## src/rtl/enc_pkg.sv

```systemverilog
// Shared types and constants for the Hamming(16,11) encode sequencer.
package enc_pkg;
    localparam int MSG_BITS = 11;
    localparam int CW_BITS  = 16;

    typedef logic [CW_BITS-1:0] cw_t;

    typedef enum logic [2:0] {
        ST_IDLE,
        ST_RD_LO,
        ST_RD_HI,
        ST_ENC,
        ST_WR_LO,
        ST_WR_HI,
        ST_DONE
    } state_t;
endpackage

```

## src/rtl/hamming16_enc.sv

```systemverilog
// Combinational Hamming(16,11) encoder: SEC parity at bits 1,2,4,8 plus overall parity at bit 0.
module hamming16_enc
    import enc_pkg::*;
(
    input  logic [MSG_BITS-1:0] d,
    output cw_t                 cw
);
    logic        w_p8;
    logic        w_p4;
    logic        w_p2;
    logic        w_p1;
    logic [14:0] w_upper;

    assign w_p8 = ^d[10:4];
    assign w_p4 = (^d[10:7]) ^ (^d[3:1]);
    assign w_p2 = d[10] ^ d[9] ^ d[6] ^ d[5] ^ d[3] ^ d[2] ^ d[0];
    assign w_p1 = d[10] ^ d[8] ^ d[6] ^ d[4] ^ d[3] ^ d[1] ^ d[0];

    assign w_upper = {d[10:4], w_p8, d[3:1], w_p4, d[0], w_p2, w_p1};
    assign cw      = {w_upper, ^w_upper};
endmodule

```

## src/rtl/hamming_enc_sequencer.sv

```systemverilog
// Reads WORDS message words as byte pairs, encodes each, and writes codewords back as byte pairs.
// state    | meaning
// IDLE     | waiting for start after reset
// RD_LO    | fetching message low byte
// RD_HI    | fetching message high byte
// ENC      | registering the codeword
// WR_LO    | writing codeword low byte
// WR_HI    | writing codeword high byte, advancing index
// DONE     | run complete, waiting for start
module hamming_enc_sequencer
    import enc_pkg::*;
#(
    parameter int W        = 8,
    parameter int A        = 8,
    parameter int WORDS    = 15,
    parameter int SRC_BASE = 0,
    parameter int DST_BASE = 30
) (
    input  logic         clk,
    input  logic         reset,
    input  logic         start,
    output logic         busy,
    output logic         done,
    output logic         mem_req,
    input  logic         mem_gnt,
    output logic [A-1:0] mem_raddr,
    input  logic [W-1:0] mem_rdata,
    output logic         mem_we,
    output logic [A-1:0] mem_waddr,
    output logic [W-1:0] mem_wdata
);
    localparam int IW = (WORDS > 1) ? $clog2(WORDS) : 1;

    state_t              r_state;
    logic [IW-1:0]       r_idx;
    logic [MSG_BITS-1:0] r_msg;
    cw_t                 r_cw;
    logic                r_done;

    cw_t                 w_cw;
    logic [A-1:0]        w_off;
    logic [A-1:0]        w_src;
    logic [A-1:0]        w_dst;

    hamming16_enc u_enc (
        .d  (r_msg),
        .cw (w_cw)
    );

    // Addresses wrap modulo 2^A by construction of the A-bit sums.
    assign w_off = A'({r_idx, 1'b0});
    assign w_src = A'(SRC_BASE) + w_off;
    assign w_dst = A'(DST_BASE) + w_off;

    always_ff @(posedge clk or posedge reset) begin
        if (reset) begin
            r_state <= ST_IDLE;
            r_idx   <= '0;
            r_msg   <= '0;
            r_cw    <= '0;
            r_done  <= 1'b0;
        end else begin
            case (r_state)
                ST_IDLE, ST_DONE: begin
                    if (start) begin
                        r_state <= ST_RD_LO;
                        r_idx   <= '0;
                        r_done  <= 1'b0;
                    end else if (r_state == ST_DONE) begin
                        r_done  <= 1'b1;
                    end
                end
                ST_RD_LO: begin
                    if (mem_gnt) begin
                        r_msg[7:0] <= mem_rdata[7:0];
                        r_state    <= ST_RD_HI;
                    end
                end
                ST_RD_HI: begin
                    if (mem_gnt) begin
                        r_msg[10:8] <= mem_rdata[2:0];
                        r_state     <= ST_ENC;
                    end
                end
                ST_ENC: begin
                    r_cw    <= w_cw;
                    r_state <= ST_WR_LO;
                end
                ST_WR_LO: begin
                    if (mem_gnt) r_state <= ST_WR_HI;
                end
                ST_WR_HI: begin
                    if (mem_gnt) begin
                        if (r_idx == IW'(WORDS - 1)) begin
                            r_state <= ST_DONE;
                        end else begin
                            r_idx   <= r_idx + IW'(1);
                            r_state <= ST_RD_LO;
                        end
                    end
                end
                default: r_state <= ST_IDLE;
            endcase
        end
    end

    always_comb begin
        mem_req   = 1'b0;
        mem_raddr = '0;
        mem_we    = 1'b0;
        mem_waddr = '0;
        mem_wdata = '0;
        case (r_state)
            ST_RD_LO: begin
                mem_req   = 1'b1;
                mem_raddr = w_src;
            end
            ST_RD_HI: begin
                mem_req   = 1'b1;
                mem_raddr = w_src + A'(1);
            end
            ST_WR_LO: begin
                mem_req   = 1'b1;
                mem_we    = mem_gnt;
                mem_waddr = w_dst;
                mem_wdata = W'(r_cw[7:0]);
            end
            ST_WR_HI: begin
                mem_req   = 1'b1;
                mem_we    = mem_gnt;
                mem_waddr = w_dst + A'(1);
                mem_wdata = W'(r_cw[15:8]);
            end
            default: ;
        endcase
    end

    assign busy = (r_state != ST_IDLE) && (r_state != ST_DONE);
    assign done = r_done;
endmodule

```

## config.mk

```make
export PLATFORM = sky130hd
export DESIGN_NAME = hamming_enc_sequencer
export DESIGN_NICKNAME = d
export VERILOG_FILES = /design/src/rtl/enc_pkg.sv /design/src/rtl/hamming16_enc.sv /design/src/rtl/hamming_enc_sequencer.sv
export SDC_FILE = /design/constraint.sdc
export NUM_CORES = 1
export LEC_CHECK = 0
export BUFFER_PORTS_ARGS = -buffer_cell sky130_fd_sc_hd__clkbuf_2
export CORE_UTILIZATION = 54
export DETAILED_ROUTE_END_ITERATION = 8
export GPL_ROUTABILITY_DRIVEN = 1
export GPL_TIMING_DRIVEN = 0
export PLACE_DENSITY = 0.87
export RECOVER_POWER = 25
export SYNTH_ARGS = -nofsm -noshare
export SYNTH_HDL_FRONTEND = slang
export SYNTH_SLANG_ARGS = --single-unit
export TNS_END_PERCENT = 50
```

## constraint.sdc

```tcl
create_clock -name clk -period 1.8 [get_ports clk]
set_input_delay 0.09 -clock clk [delete_from_list [all_inputs] [get_ports clk]]
set_output_delay 0.09 -clock clk [all_outputs]
set_load 0.01 [all_outputs]
```

Word level (Yosys, flattened, before mapping)
Cells that the tools add are included.
{"block": "word_totals", "regBits": 35, "inputBits": 12, "output_inout_bits": 28, "elab_cells": 72}
{"block": "op_classes", "addsub": 4, "n_eq_ne": 14, "mux": 18, "n_bitwise": 13, "n_reduce_logical": 17}
{"cell": "$mux 3", "count": 6}
{"cell": "$pmux 3 s6", "count": 1}
{"cell": "$pmux 8 s2", "count": 1}
{"cell": "$reduce_xor 15->1", "count": 1}
{"cell": "$pmux 7 s2", "count": 1}
{"cell": "$xor 1x1->1", "count": 13}
{"cell": "$mux 4", "count": 3}
{"cell": "$ne 2x2->1 const B", "count": 6}
{"cell": "$pmux 6 s2", "count": 1}
{"cell": "$eq 3x3->1 const B", "count": 3}
{"cell": "$pmux 4 s2", "count": 1}
{"cell": "$add 6x1->7 const B", "count": 1}
{"cell": "$reduce_xor 7->1", "count": 1}
{"cell": "$add 5x1->6 const B", "count": 1}
{"cell": "$add 5x5->6 const A", "count": 1}
{"cell": "$eq 3x2->1 const B", "count": 2}
{"cell": "$reduce_and 2->1", "count": 3}
{"cell": "$reduce_and 5->1", "count": 1}
{"cell": "$add 4x1->4 const B", "count": 1}
{"cell": "$eq 4x4->1 const B", "count": 1}
{"cell": "$mux 1", "count": 4}
{"cell": "$reduce_and 4->1", "count": 1}
{"cell": "$reduce_bool 2->1", "count": 2}
{"cell": "$reduce_or 2->1", "count": 2}
{"cell": "other kinds (8)", "count": 8}

Longest topological paths before layout
Gate-level depths: netlist of run 1.
{"block": "logic_depth", "ltp_word": 7, "depth_mapped": 6, "ltp_nobuf": 6}

Hierarchy
From an unflattened synthesis of run 1, not the netlist that was laid out.
{"block": "hier_totals", "hier_cells": 185, "area_unflattened_um2": 2134.5}
{"module": "hamming_enc_sequencer", "instances": 1, "cells_per_inst": 152, "area_each_um2": 1821.7, "seq_area_each_um2": 875.8}
{"module": "hamming16_enc", "instances": 1, "cells_per_inst": 33, "area_each_um2": 312.8, "seq_area_each_um2": 0.0}

Worst setup path after synthesis of run 1
Ideal clock, no wire load.
{"block": "synth_timing", "kind": "register to register", "from": "register r_msg[10]", "to": "register r_cw[0]", "t_arrival_ns": 1.498, "path_slack_ns": 0.226, "stages_incl_launch_ff": 5, "period_less_slack_ns": 1.574, "cell_sequence": "dfrtp_1 xnor2_1 xnor3_2 xnor3_1 o21ai_1"}
{"block": "synth_via", "elab_chain_len": 7, "word_cells_on_any_way": 16, "cone_classes": "bitwise: 13; reduce/logical: 3"}
{"element": "from (decl)", "line": "hamming_enc_sequencer.sv:36", "rtl": "logic [MSG_BITS-1:0] r_msg;"}
{"element": "from (signal assigned)", "line": "hamming_enc_sequencer.sv:81", "rtl": "r_msg[10:8] <= mem_rdata[2:0];"}
{"element": "$xor 1x1->1 (on tied branches) (6 in series)", "line": "hamming16_enc.sv:17, hamming16_enc.sv:16"}
{"element": "$reduce_xor 15->1 *", "line": "hamming16_enc.sv:20", "rtl": "assign cw = {w_upper, ^w_upper};"}
{"element": "to (signal assigned)", "line": "hamming_enc_sequencer.sv:86", "rtl": "r_cw <= w_cw;"}
{"element": "to (decl)", "line": "hamming_enc_sequencer.sv:37", "rtl": "cw_t r_cw;"}
Every way passes the cells marked *; elsewhere a longest branch is shown, timed or not.
A chain may end at the register's enable or synchronous reset.

Final worst setup path of run 1
{"block": "layout_timing", "from": "register r_state[0]", "to": "register r_msg[8]"}
{"block": "layout_via", "elab_chain_len": 2}
{"element": "from (decl)", "line": "hamming_enc_sequencer.sv:34", "rtl": "state_t r_state;"}
{"element": "from (signal assigned)", "line": "hamming_enc_sequencer.sv:57", "rtl": "r_state <= ST_IDLE;"}
{"element": "from (signal assigned)", "line": "hamming_enc_sequencer.sv:66", "rtl": "r_state <= ST_RD_LO;"}
{"element": "from (signal assigned)", "line": "hamming_enc_sequencer.sv:76", "rtl": "r_state <= ST_RD_HI;"}
{"element": "$eq 3x2->1", "line": "hamming_enc_sequencer.sv:63", "rtl": "case (r_state)"}
{"element": "$reduce_and 2->1 (no source line)"}
No other way between the ends.

==> results.py, run 1 <==
metrics = {
    "placement": {
        "gp_congestion": 0.825,
        "dp_hpwl_um": 2590,
        "port_buffers": 34,
    },
    "sta": {
        "max_freq_mhz": 574,
        "setup_viol": 0,
        "fin_tns_setup_ps": 0,
        "final.min_clock_period_ps": 1740,
        "tightest_slew_ps": 1310,
        "layout_worst_path_cycle_share": 0.967,
        "final_hold_viol_count": 0,
        "relSlewSlack": 0.123,
        "skew_ps": 6.88,
        "holdWs_ps": 118,
        "finalMaxSlewViolations": 0,
    },
    "final_layout": {
        "diodes": 0,
        "final_cell_mix": "35 x clkbuf_2, 35 x dfrtp_1, 24 x mux2_2",
        "final_util": 0.702,
        "fill_cells": 247,
        "area_growth_pct": 21.8,
        "nets": 251,
        "regArea_um2": 876,
        "drive_gt1_frac": 0.346,
        "multi_input_area_um2": 1010,
    },
    "clock_network": {
        "cts_root_buffer": "clkbuf_4",
        "clock_sinks": 35,
        "htreeDepth": 2,
        "numCtsBuffers": 5,
        "clkTransAtPathRegs_ps": 100,
        "cts_tree": "built",
        "cts_buffer_depth": 2,
        "clock_latency_ps": 340,
    },
    "pwr": {
        "power.density_nw_per_um2": 1930,
        "peakVddDrop_v": 0.00161,
        "p_leak_nw": 1.17,
    },
    "grt": {
        "antenna_found_initial": 0,
        "grtUsageTotal": 0.218,
        "grt_pass1_vias": 1394,
        "grt_pass1_wl_um": 6480,
        "grt_overflow": 0,
        "grt_start_max_net_pins": 36,
    },
    "floorplan": {
        "row_count": 21,
        "start_util": 0.576,
        "chipWidth_um": 62.1,
        "die_h_um": 62.1,
        "coreArea_um2": 3390,
        "die_area_um2": 3860,
        "io_pins": 40,
    },
    "routing": {
        "via_per_inst": 5.11,
        "avgRoutedWirePerCell_um": 13.4,
        "firstDrtPassIters": 4,
        "drt_iter0_markers": 98,
        "vias": 1445,
        "post-route-drc-count": 0,
        "ant_nets": 0,
        "wirelength_um": 3810,
    },
    "min_path": {
        "hp-class": "input pin to register",
        "hold_end": "r_idx[2]",
        "whs_path_depth": 4,
        "min_from": "start",
    },
    "worst_setup_path": {
        "endpoint_kind": "register",
        "critPathKind": "register to register",
        "r2r_start": "r_state[0]",
        "critPathBufInv": 1,
        "crit_chain": "clkbuf_2 -> nand2b_1 -> nor3_1 -> mux2_2",
        "cp-start-kind": "register",
        "worst-r2r-setup-slack_ps": 60,
        "critPathMaxStageDelay_ps": 440,
        "slowest_stage": "nor3_1",
        "crit_required_ps": 2030,
        "crit_family": "simple AND/OR/NAND/NOR gates",
        "critPathArrivalTime_ps": 1970,
        "path_max_fanout": 10,
        "timing.rr.end": "r_msg[8]",
        "rr_worst_depth": 4,
    },
    "status": {
        "outcome": "finished clean",
    },
    "synth": {
        "ys_seq_elements": 35,
        "synth_seq_area_share": 0.448,
        "syn_area_um2": 1950,
        "synthCells": 180,
        "synth_cell_types": 32,
        "ys_warn_count": 0,
        "syn_avg_cell_area_um2": 10.9,
    },
    "flow_run": {
        "maxCapViolCount": 0,
    },
}
-- synth_stat cells, drive strengths merged --
cell,number,share of area
buf,9,0.029
nand4,2,0.0064
a21oi,4,0.010
a22o,2,0.0090
nand3b,2,0.0077
conb,1,0.0019
dfrtp,35,0.45
nor3,3,0.010
clkbuf,5,0.0096
nand3,5,0.013
and3b,1,0.0045
xor2,6,0.027
and2,4,0.013
o21ai,7,0.018
a31oi,1,0.0032
nand2b,4,0.013
nor3b,1,0.0038
xnor2,12,0.054
nand2,6,0.012
nor2,22,0.042
o22ai,1,0.0032
ha,3,0.019
inv,7,0.013
xnor3,4,0.047
mux2i,8,0.041
and3,1,0.0032
mux2,24,0.14
-- worst min-delay path, cell delays in order --
cell and delay (ps):
clkbuf_2 130, inv_1 70, nor2_1 50, nor2_1 90
-- layer usage --
metal	global-route usage	vias up	part of all wire
met4	0.0785	0	0.020
met1	0.274	679	0.45
met3	0.0588	9	0.047
li1	-	712	-
met2	0.360	45	0.48
met5	0	-	0
-- metrics by stage --
step / instance area [um^2] / instances / setup WS, ps / power (W)
6_report: 2380 / 283 / 58.5 / 0.00460
5_1_grt: 2380 / 283 / -3.70 / 0.00497
3_5_place_dp: 2200 / 264 / -50.8 / 0.00409
3_3_place_gp: 2200 / 264 / -43.9 / 0.00403
4_1_cts: 2320 / 279 / -61.4 / 0.00455
2_1_floorplan: 1970 / 184 / 226 / 0.00356
-- state kept, by name, indices dropped and copies added (netlist names) --
signal,flops
done,1
r_cw,16
r_idx,4
r_msg,11
r_state,3
-- cells by family after synthesis --
logic type | share of synthesized area
fa+ha+maj | 0.0192
other cells | 0.00192
simple gates | 0.128
buf+inv | 0.0519
xor+xnor | 0.127
mux | 0.179
compound gates | 0.0436
flops | 0.448
-- power breakdown --
part	total [W]	internal, W	switching (W)
Clock	0.000406	0.000152	0.000254
Sequential	0.00145	0.00114	0.000308
Combinational	0.00274	0.00156	0.00118
-- repair_timing --
item / 4_1_cts / 5_1_grt
buffers inserted: 0 / 2
endpoints found under the hold margin: 8 / 37
hold buffers: 7 / 2
setup endpoints to repair: 25 / 28
pin swaps: 0 / 0
resized for setup: 5 / 8
-- worst max-delay path by stage --
stage / slack, ps / from / end / depth (start not counted)
after global placement: -40 / r_state[1] / r_msg[0] / 4
after global routing: -4 / r_state[0] / r_msg[10] / 4
final: 60 / r_state[0] / r_msg[8] / 4
after detailed placement: -50 / r_state[1] / r_msg[5] / 4
after floorplan: 230 / r_msg[10] / r_cw[0] / 4
after CTS: -60 / r_state[1] / r_msg[5] / 4
-- area by class of cell --
| class | count | area share |
|---|---|---|
| repair buffers | 45 | 0.115 |
| well taps | 46 | 0.0242 |
| flip-flops and latches | 35 | 0.368 |
| clock buffers | 7 | 0.0189 |
| clock inverters | 1 | 0.00210 |
| inverters | 7 | 0.0110 |
| plain buffers | 14 | 0.0358 |
| multi-input cells | 128 | 0.425 |
No activity file was read; power rests on OpenSTA's default activity.
==> run 2, diff against run 1 <==
GPL_TIMING_DRIVEN = not set   (was 0)
==> run 2 against run 1 <==
Against the previous run:
- combinational power shrank 2%
- cell count decreased by 3.5%
- clock-buffer cell count decreased by 1
- highest routed layer unchanged
- critical path depth is the same
- clock power up 5.9%
- critical path type unchanged
==> results.py, run 2 (synthesis gave the netlist of run 1 again) <==
metrics = {
    "grt": {
        "antenna_found_initial": 0,
        "grt_overflow": 0,
        "grt_pass1_vias": 1419,
        "grt_start_max_net_pins": 36,
        "grtUsageTotal": 0.214,
        "grt_pass1_wl_um": 6380,
    },
    "clock_network": {
        "numCtsBuffers": 5,
        "cts_tree": "built",
        "htreeDepth": 2,
        "clkTransAtPathRegs_ps": 100,
        "cts_root_buffer": "clkbuf_4",
        "post_cts_buffers": 0,
        "clock_sinks": 35,
        "cts_buffer_depth": 2,
        "clock_latency_ps": 330,
    },
    "sta": {
        "fin_ws_ps": 104,
        "final_hold_viol_count": 0,
        "max_freq_mhz": 590,
        "skew_ps": 15.4,
        "tightest_slew_ps": 866,
        "fin_tns_setup_ps": 0,
        "setup_viol": 0,
        "finalMaxSlewViolations": 0,
        "final.min_clock_period_ps": 1700,
        "layout_worst_path_cycle_share": 0.942,
        "relSlewSlack": 0.423,
        "rsz0062_at_grt": "false",
    },
    "worst_setup_path": {
        "crit_required_ps": 2050,
        "critPathKind": "register to register",
        "critPathArrivalTime_ps": 1940,
        "endpoint_kind": "register",
        "path_max_fanout": 4,
        "worst-r2r-setup-slack_ps": 100,
        "cp-start-kind": "register",
    },
    "routing": {
        "firstDrtPassIters": 4,
        "via_per_inst": 5.17,
        "ant_nets": 0,
        "avgRoutedWirePerCell_um": 13.7,
        "vias": 1412,
        "drt_iter0_markers": 93,
        "post-route-drc-count": 0,
        "wirelength_um": 3730,
    },
    "final_layout": {
        "final_cell_mix": "35 x clkbuf_2, 34 x dfrtp_1, 24 x mux2_2",
        "final_util": 0.687,
        "largest_register": "r_cw",
        "diodes": 0,
        "nets": 242,
        "final_common_cell": "clkbuf_2",
        "drive_gt1_frac": 0.344,
        "largest_reg_flops": 16,
        "area_growth_pct": 19.3,
        "reg_top3": "r_cw: 16 flops, r_msg: 11 flops, r_idx: 4 flops",
        "instances_no_fill": 273,
    },
    "floorplan": {
        "coreArea_um2": 3390,
        "die_h_um": 62.1,
        "io_pins": 40,
        "chipWidth_um": 62.1,
        "die_area_um2": 3860,
        "row_count": 21,
        "start_util": 0.576,
    },
    "pwr": {
        "power.density_nw_per_um2": 1970,
        "finalPower_w": 0.00460,
        "p_leak_nw": 1.15,
        "peakVddDrop_v": 0.00194,
    },
    "placement": {
        "placed_cells": 259,
        "dp_hpwl_um": 2710,
        "gp_congestion": 0.848,
        "port_buffers": 34,
        "dpl_worst_slack_ps": 131,
    },
    "status": {
        "outcome": "finished clean",
    },
    "flow_run": {
        "maxCapViolCount": 0,
    },
    "min_path": {
        "hp-class": "input pin to register",
    },
}
## run 2: cell count changes in the layout (fill, tap and decap cells not counted), sizes merged
| cell | delta |
|---|---|
| dlygate4sd3 | -2 |
| clkbuf | -5 |
| buf | -3 |
## run 2: critical path, stage by stage, from the launching register on
cell,delay [ps]
dfrtp_1,430
xnor2_1,240
xnor3_2,480
xnor3_1,340
o21ai_1,130
## run 2: path summary, 6_finish.rpt
path                              endpoint  cells after the start         start
worst max-delay path               r_cw[0]                      4     r_msg[10]
worst min-delay path              r_msg[8]                      2  mem_rdata[0]
worst max register to register     r_cw[0]                      4     r_msg[10]
worst min register to register     r_cw[8]                      2       r_cw[8]
max in group asynchronous       r_state[1]                      4         reset
min in group asynchronous         r_idx[0]                      4         reset
## run 2: timing repair
action | in CTS | in global routing
gates resized for setup | 0 | 2
endpoints found under the hold margin | 40 | 1
endpoints found under the setup margin | 0 | 4
hold buffers | 6 | 1
## run 2: layout make-up
type / instances / area (um^2)
inverter: 7 / 26.3
fill: 268 / 1060
clock inverter: 1 / 5.00
timing repair buffer: 50 / 318
tap: 46 / 57.6
clock buffer: 6 / 51.3
multi-input combinational: 128 / 995
sequential: 35 / 877
## run 2: power by group
group / internal [W] / leakage, nW / total, W / switching (W)
Clock: 0.000181 / 0.0341 / 0.000430 / 0.000249
Combinational: 0.00156 / 0.679 / 0.00268 / 0.00112
Sequential: 0.00115 / 0.433 / 0.00149 / 0.000344
Total: 0.00289 / 1.15 / 0.00460 / 0.00171
## run 2: routing by layer
| metal | vias to the layer above | global-route usage | part of all wire |
|---|---|---|---|
| met5 | - | 0 | 0 |
| met2 | 39 | 0.353 | 0.48 |
| met3 | 6 | 0.0607 | 0.040 |
| li1 | 686 | - | - |
| met4 | 0 | 0.0610 | 0.014 |
| met1 | 681 | 0.274 | 0.46 |
## run 2: stage by stage
stage | instance area, um^2 | hold slack (ps)
floorplan | 1970 | 242
global placement | 2200 | 191
detailed placement | 2200 | 191
CTS | 2320 | 1.48
global route | 2330 | 2.87
finish | 2330 | 16.8
==> run 3, diff against run 2 <==
CORE_UTILIZATION = 50   (was 54)
PLACE_DENSITY = 0.82   (was 0.87)
==> run 3 against run 2 <==
Against the previous run:
- critical path depth is the same
- worst hold slack gained 11 ps
- total power grew 1.9%
- utilization shrank 7.3 points
- fmax grew 1.3%
- cell area shrank 2.0%
- first-iteration DRC count shrank 19%
- combinational power is essentially flat
- critical path type unchanged
==> results.py, run 3 (synthesis gave the netlist of run 1 again) <==
metrics = {
    "grt": {
        "top_usage_layer": "met2",
        "grtUsageMet1": 0.288,
        "grt_overflow": 0,
        "grtUsageMet3": 0.0387,
        "met2_usage": 0.301,
        "grt_start_max_net_pins": 36,
        "grtUsageTotal": 0.203,
        "grt_pass1_vias": 1306,
        "grt_pass1_wl_um": 6340,
        "antenna_found_initial": 0,
    },
    "routing": {
        "ant_nets": 0,
        "drt_iter0_markers": 75,
        "firstDrtPassIters": 4,
        "via_per_inst": 5.07,
        "vias": 1365,
        "avgRoutedWirePerCell_um": 13.6,
        "wirelength_um": 3650,
        "post-route-drc-count": 0,
    },
    "final_layout": {
        "fin_area_um2": 2280,
        "reg_top3": "r_cw: 16 flops, r_msg: 11 flops, r_idx: 4 flops",
        "largest_reg_flops": 16,
        "diodes": 0,
        "drive_gt1_frac": 0.344,
        "area_growth_pct": 16.9,
        "final_cell_mix": "35 x dfrtp_1, 35 x clkbuf_2, 24 x mux2_2",
        "nets": 235,
        "largest_register": "r_cw",
    },
    "worst_setup_path": {
        "endpoint_kind": "register",
        "path_max_fanout": 4,
        "critPathArrivalTime_ps": 1890,
        "cp-start-kind": "register",
        "critPathKind": "register to register",
        "crit_required_ps": 2010,
    },
    "placement": {
        "port_buffers": 34,
        "dpl_worst_slack_ps": 105,
        "dpl_cell_area_um2": 2180,
        "dp_hpwl_um": 2620,
        "gp_congestion": 0.822,
    },
    "pwr": {
        "p_leak_nw": 1.12,
        "power.density_nw_per_um2": 2050,
        "peakVddDrop_v": 0.00147,
        "finalPower_w": 0.00469,
    },
    "floorplan": {
        "die_area_um2": 4160,
        "chipWidth_um": 64.5,
        "row_count": 22,
        "start_util": 0.526,
        "coreArea_um2": 3720,
        "io_pins": 40,
        "die_h_um": 64.5,
    },
    "clock_network": {
        "post_cts_buffers": 0,
        "clkTransAtPathRegs_ps": 70,
        "cts_buffer_depth": 2,
        "cts_tree": "built",
        "clock_latency_ps": 290,
        "cts_root_buffer": "clkbuf_8",
        "htreeDepth": 2,
        "clock_sinks": 35,
        "numCtsBuffers": 5,
    },
    "flow_run": {
        "maxCapViolCount": 0,
    },
    "sta": {
        "layout_worst_path_cycle_share": 0.930,
        "final.min_clock_period_ps": 1670,
        "fin_ws_ps": 126,
        "finalMaxSlewViolations": 0,
        "final_hold_viol_count": 0,
        "setup_viol": 0,
        "relSlewSlack": 0.427,
        "fin_tns_setup_ps": 0,
        "max_freq_mhz": 597,
        "holdWs_ps": 27.7,
        "rsz0062_at_grt": "false",
        "skew_ps": 7.27,
        "tightest_slew_ps": 859,
    },
    "min_path": {
        "hp-class": "input pin to register",
    },
    "status": {
        "outcome": "finished clean",
    },
}
-- run 3: changes by cell type in the layout (fill, tap and decap cells not counted), sizes merged --
cell / before / now
clkinvlp: 0 / 1
buf: 8 / 7
dlygate4sd3: 7 / 1
-- run 3: final timing paths --
kind,from,endpoint,slack [ps],cells past startpoint
min in group asynchronous,reset,r_cw[14],590,4
setup reg to reg,r_msg[10],r_cw[0],130,4
hold reg to reg,r_cw[2],r_cw[2],480,2
hold / removal,mem_rdata[4],r_msg[4],30,2
max in group asynchronous,reset,r_cw[13],670,4
setup / recovery,r_msg[10],r_cw[0],130,4
-- run 3: stage by stage --
stage | cells | util
final | 269 | 0.614
after global routing | 269 | 0.614
after CTS | 269 | 0.613
after detailed placement | 260 | 0.588
after global placement | 260 | 0.588
after floorplan | 184 | -
-- run 3: worst max-delay path, stage by stage, from the launching register on --
cell and delay, ps:
dfrtp_1 450, xnor2_2 210, xnor3_2 470, xnor3_1 330, o21ai_1 130
-- run 3: layout make-up --
| class | instances | area, um^2 |
|---|---|---|
| multi-input combinational | 128 | 998 |
| timing repair buffer | 43 | 238 |
| inverter | 7 | 26.3 |
| clock inverter | 2 | 12.5 |
| fill | 317 | 1430 |
| clock buffer | 6 | 72.6 |
| sequential | 35 | 876 |
| tap | 48 | 60.1 |
-- run 3: layer usage --
metal / share of wire / routed length (um)
met1: 0.46 / 1690
met2: 0.47 / 1710
met3: 0.053 / 192
met4: 0.014 / 52
met5: 0 / 0
-- run 3: power breakdown --
part / internal, W / switching [W] / leakage, nW
Sequential: 0.00115 / 0.000342 / 0.434
Combinational: 0.00153 / 0.00112 / 0.648
Clock: 0.000270 / 0.000278 / 0.0412
Total: 0.00295 / 0.00174 / 1.12
-- run 3: timing repair --
item,CTS,global route
hold endpoints to repair,35,0
hold buffers,1,0
gates resized for setup,0,1
setup endpoints to repair,0,1
